### src/rtl/ocm_arbiter.sv
// Two-requester arbiter in front of a single OCM data port, with a WAIT-state watchdog.
// Define OCM_ARB_RR_EN for round-robin arbitration; otherwise m0 has fixed priority.
module ocm_arbiter #(
  parameter int unsigned WDT_CYCLES = 15
) (
  input  logic         sys_clk,
  input  logic         sys_rst,
  input  logic         m0_request,
  input  logic         m0_rwn,
  input  logic [15:0]  m0_addr,
  input  logic [127:0] m0_wdata,
  output logic         m0_finish,
  output logic         m0_error,
  output logic [127:0] m0_rdata,
  input  logic         m1_request,
  input  logic         m1_rwn,
  input  logic [15:0]  m1_addr,
  input  logic [127:0] m1_wdata,
  output logic         m1_finish,
  output logic         m1_error,
  output logic [127:0] m1_rdata,
  output logic         ocm_request,
  output logic         ocm_rwn,
  output logic [15:0]  ocm_addr,
  output logic [127:0] ocm_write_data,
  input  logic         ocm_finish,
  input  logic [127:0] ocm_read_data
);

  localparam int unsigned AW = 16;
  localparam int unsigned DW = 128;
  localparam int unsigned CW = 8;

  typedef enum logic [1:0] {IDLE, ISSUE, WAIT} state_t;

  state_t        state_q, state_d;
  logic [CW-1:0] cnt_q, cnt_d;
  logic          owner_q;
  logic          rwn_q;
  logic [AW-1:0] addr_q;
  logic [DW-1:0] wdata_q;
  logic          win;
  logic          capture;
  logic          done;
  logic          abort;

`ifdef OCM_ARB_RR_EN
  logic last_q;

  // Simultaneous requests go to whoever was not served last.
  always_comb begin
    win = ~m0_request;
    if (m0_request && m1_request) win = ~last_q;
  end

  always_ff @(posedge sys_clk or posedge sys_rst) begin
    if (sys_rst)      last_q <= 1'b1;
    else if (capture) last_q <= win;
  end
`else
  // m0 wins whenever it is requesting.
  always_comb begin
    win = ~m0_request;
  end
`endif

  always_ff @(posedge sys_clk or posedge sys_rst) begin
    if (sys_rst) begin
      state_q <= IDLE;
      cnt_q   <= '0;
    end else begin
      state_q <= state_d;
      cnt_q   <= cnt_d;
    end
  end

  always_comb begin
    state_d = state_q;
    cnt_d   = cnt_q;
    capture = 1'b0;
    done    = 1'b0;
    abort   = 1'b0;
    case (state_q)
      IDLE: begin
        if (m0_request || m1_request) begin
          capture = 1'b1;
          state_d = ISSUE;
        end
      end
      ISSUE: begin
        cnt_d   = CW'(1);
        state_d = WAIT;
      end
      WAIT: begin
        // Normal completion takes precedence over a watchdog expiry in the same cycle.
        if (ocm_finish) begin
          done    = 1'b1;
          cnt_d   = '0;
          state_d = IDLE;
        end else if (cnt_q == CW'(WDT_CYCLES)) begin
          done    = 1'b1;
          abort   = 1'b1;
          cnt_d   = '0;
          state_d = IDLE;
        end else begin
          cnt_d = cnt_q + CW'(1);
        end
      end
      default: begin
        state_d = IDLE;
        cnt_d   = '0;
      end
    endcase
  end

  // Access descriptor latched on the IDLE->ISSUE edge; later request changes are ignored.
  always_ff @(posedge sys_clk or posedge sys_rst) begin
    if (sys_rst) begin
      owner_q <= 1'b0;
      rwn_q   <= 1'b0;
      addr_q  <= '0;
      wdata_q <= '0;
    end else if (capture) begin
      owner_q <= win;
      rwn_q   <= win ? m1_rwn   : m0_rwn;
      addr_q  <= win ? m1_addr  : m0_addr;
      wdata_q <= win ? m1_wdata : m0_wdata;
    end
  end

  assign ocm_request    = (state_q == ISSUE);
  assign ocm_rwn        = rwn_q;
  assign ocm_addr       = addr_q;
  assign ocm_write_data = wdata_q;

  assign m0_finish = done  & ~owner_q;
  assign m1_finish = done  &  owner_q;
  assign m0_error  = abort & ~owner_q;
  assign m1_error  = abort &  owner_q;
  assign m0_rdata  = ocm_read_data;
  assign m1_rdata  = ocm_read_data;

endmodule
### config.mk
export PLATFORM = sky130hd
export DESIGN_NAME = ocm_arbiter
export DESIGN_NICKNAME = d
export VERILOG_FILES = /design/src/rtl/ocm_arbiter.sv
export SDC_FILE = /design/constraint.sdc
export NUM_CORES = 1
export LEC_CHECK = 0
export BUFFER_PORTS_ARGS = -buffer_cell sky130_fd_sc_hd__buf_4
export CORE_AREA = 8 8 315 317
export CTS_CLUSTER_SIZE = 20
export DETAILED_ROUTE_END_ITERATION = 10
export DIE_AREA = 0 0 323 325
export PLACE_DENSITY = 0.31
export SYNTH_ARGS = -nofsm -noshare
export SYNTH_HDL_FRONTEND = slang
export SYNTH_SLANG_ARGS = --single-unit
### constraint.sdc
create_clock -name sys_clk -period 5.4 [get_ports sys_clk]
set_input_delay 0.27 -clock sys_clk [delete_from_list [all_inputs] [get_ports sys_clk]]
set_output_delay 0.27 -clock sys_clk [all_outputs]
set_load 0.1 [all_outputs]
==> run_results.csv <==
group,metric,value,unit
pwr,p_sw,5.93,mW
sta,fmax,390,MHz
worst_setup_path,worstPathRequired,5.13,ns
logic_synthesis,yosysUniqueCellTypes,35,
die,num_rows,113,
drt,drt-wirelength-per-cell,14.0,um
pwr,p_leak,6.52,nW
placed_design,place_area,12100,um2
sta,min_period,2.56,ns
die,fp.coreArea,94200,um2
logic_synthesis,synth_edf_count,0,
worst_setup_path,worstSetupStartpointType,"register",
worst_setup_path,reg2reg_depth,6,
final_layout,fillCellCount,10700,
final_layout,layout-drive-gt1-share,38.2,%
pwr,seq_power_share,21.4,%
clock_tree,cts_setup_buffers,0,
drt,ant_nets,0,
clock_tree,clock_latency,0.49,ns
die,initial_utilization,9.90,%
pwr,power_density,678,nW/um2
drt,vias_per_cell,2.90,
logic_synthesis,async_flop_share,100,%
worst_setup_path,crit_type,"register to output pin",
worst_setup_path,startpoint,"cnt_q[0]",
clock_tree,ctsHtreeMaxLevel,4,
die,io_pins,829,
drt,via_count,7378,
worst_setup_path,timing.rr.start,"state_q[1]",
clock_tree,cts.clk_slew.worst_paths,0.07,ns
final_layout,instances_no_fill,2544,
logic_synthesis,yosysSeqAreaShare,41.9,%
worst_setup_path,endpoint,"m0_finish",
global_route,track_usage,6.64,%
pwr,clkPwrFrac,12.6,%
die,dieWidth,323,um
clock_tree,clockBufferDepth,2,
worst_setup_path,arrival,2.29,ns
global_route,grt_max_degree,169,
sta,worst_slack,2.84,ns
job,max_cap_violations,0,
placed_design,port-buffer-count,444,
sta,final_max_slew_viol_count,0,
drt,initialDrtViolationCount,202,
clock_tree,cts_buffers,17,
worst_setup_path,endpoint_kind,"output pin",
worst_setup_path,slowest_stage,"dfrtp_1",
placed_design,globalplace.congestion,0.756,
clock_tree,cts_hold_buf,139,
final_layout,multi_input_area,3120,um2
outcome,status,"complete, no violations",
logic_synthesis,synth_seq_cells,156,
die,dieHeight,325,um
clock_tree,cts.sinks,156,
drt,wirelength,35.6,mm
final_layout,seqCellArea,3900,um2
global_route,antenna_found_initial,1,
logic_synthesis,ys_warn_count,0,
global_route,first_global_vias,8298,
worst_setup_path,critPathMaxStageDelay,0.42,ns
placed_design,place_ws,3.30,ns
die,die_area,105000,um2
clock_tree,cts_root_buf,"clkbuf_16",
drt,first_pass_iters,5,
sta,rsz0062_at_grt,"false",
pwr,p_sw_share,62.5,%
final_layout,finish.utilization,14.9,%
clock_tree,cts_resized,0,
sta,post-route-period-util,47.4,%
final_layout,final_cell_area,14000,um2
final_layout,layout.nets,1692,
placed_design,dp_cells,2372,
logic_synthesis,syn_inst,964,
clock_tree,cts_tree,"built",
worst_setup_path,path_cells,"ha_1 > nor3b_2 > and2_1 > o21ai_0 > nor2_1 > buf_4",
drt,drc,0,
sta,fin_skew,0.00816,ns
global_route,overflow,0,
placed_design,dp_hpwl,27.6,mm
sta,slew_headroom,34.6,%
sta,tightest_slew,0.981,ns
sta,hold_viol_final,0,
pwr,p_int,3.56,mW
pwr,share_comb_of_total_power,66.0,%
logic_synthesis,avgSynthCellArea,9.67,um2
sta,setup_viol,0,
worst_setup_path,r2r_end,"ocm_write_data[112]",
logic_synthesis,syn_nets,1391,
hold_path,holdCritPathClass,"input port to register",
logic_synthesis,synthFlopType,"dfrtp_1",
logic_synthesis,syn_area,9320,um2
global_route,grt_pass1_wl,52.2,mm
worst_setup_path,cp_max_fo,5,
pwr,ir_worst_vdd,294,uV
sta,fin_setup_tns,0,ns
worst_setup_path,r2r_setup_slack,3.33,ns
final_layout,syn_to_final_growth,50.2,%
-- worst max-delay path, delay by kind of cell, from the launching register on --
kind	cells	cell delay, ns
and+or+nand+nor	3	0.67
AOI/OAI and AO/OA	1	0.19
buffers and inverters	1	0.31
adders and majority gates	1	0.21
DFF	1	0.42
-- registers in the layout, summed over array words and instances (netlist names) --
name	cells
cnt_q	8
ocm_addr	16
ocm_rwn	1
ocm_write_data	128
owner_q	1
state_q	2
-- metrics by stage --
| stage | total power, mW | hold WS (ns) |
|---|---|---|
| floorplan | 7.74 | 0.452 |
| global placement | 8.32 | 0.250 |
| detailed placement | 8.33 | 0.255 |
| CTS | 9.71 | 0.0000326 |
| global route | 10.0 | 0.0403 |
| finish | 9.49 | 0.0755 |
-- how the worst min path moves through the flow --
stage | cells past startpoint | to | start
final | 3 | ocm_write_data[106] | m0_wdata[106]
after floorplan | 2 | ocm_write_data[100] | m1_wdata[100]
after global placement | 2 | ocm_write_data[85] | sys_rst
after global routing | 3 | ocm_write_data[82] | m1_wdata[82]
after detailed placement | 2 | ocm_write_data[85] | sys_rst
after CTS | 3 | ocm_write_data[37] | m1_wdata[37]
-- layout make-up --
type                    instances  share of cell area (%)
inverters                       7                   0.223
clock buffers                  17                    3.04
well taps                    1265                    11.3
repair buffers                588                    34.4
flip-flops and latches        156                    27.9
multi-input cells             495                    22.3
diodes                          1                  0.0179
clock inverters                15                   0.804
-- Yosys cell counts, types with 4 or more instances --
master | count | area share (%)
o21ai_1 | 37 | 2.0
ha_1 | 4 | 0.54
nand2_1 | 153 | 6.2
clkbuf_4 | 5 | 0.40
dfrtp_1 | 156 | 42
buf_2 | 10 | 0.54
inv_1 | 7 | 0.28
nor2_1 | 13 | 0.52
buf_6 | 11 | 1.3
buf_4 | 266 | 21
clkbuf_2 | 12 | 0.64
mux2i_1 | 145 | 16
o21ai_0 | 114 | 6.1
-- kinds of logic after synthesis --
kind of cell | after synthesis | synth area share [%]
XOR/XNOR | 3 | 0.282
AND/OR/NAND/NOR | 181 | 7.87
adder cells (fa/ha/maj) | 4 | 0.537
buffers and inverters | 313 | 24.7
AO/OA/AOI/OAI | 161 | 8.99
flip-flops | 156 | 41.9
multiplexers | 146 | 15.7
-- power groups by stage --
stage	Clock, mW	Combinational [mW]	Sequential [mW]
finish	1.19	6.27	2.03
global route	1.33	6.57	2.11
CTS	1.31	6.36	2.04
detailed placement	0	6.27	2.05
global placement	0	6.28	2.05
floorplan	0	1.89	5.84
-- placed cells by master, fill, tap and decap left out, types with 2 or more instances in the layout --
cell type      netlist  final
inv_1                7      6
mux2i_1            145    145
buf_12               0      4
nand2b_1             2      2
inv_6                0      6
xnor2_1              3      3
a21oi_1              3      3
clkinvlp_4           0      2
nand3_1              2      2
o31ai_1              2      2
dlygate4sd3_1        0    139
o21ai_0            114    114
ha_1                 4      4
dfrtp_1            156    156
o21ai_1             37     37
clkinv_4             0      2
nor2_1              13     13
clkbuf_16            0     17
buf_4              266    444
nand2_1            153    153
nor3_1               2      2
clkinv_2             0      5
-- metal layers --
metal | global-route usage, % | vias up | share of wire (%)
li1 | - | 3547 | -
met1 | 6.58 | 3321 | 36
met2 | 10.8 | 387 | 48
met3 | 3.09 | 123 | 10
met4 | 4.90 | 0 | 5.8
met5 | 0 | - | 0
Note: power is estimated with default switching activity, not from simulation.
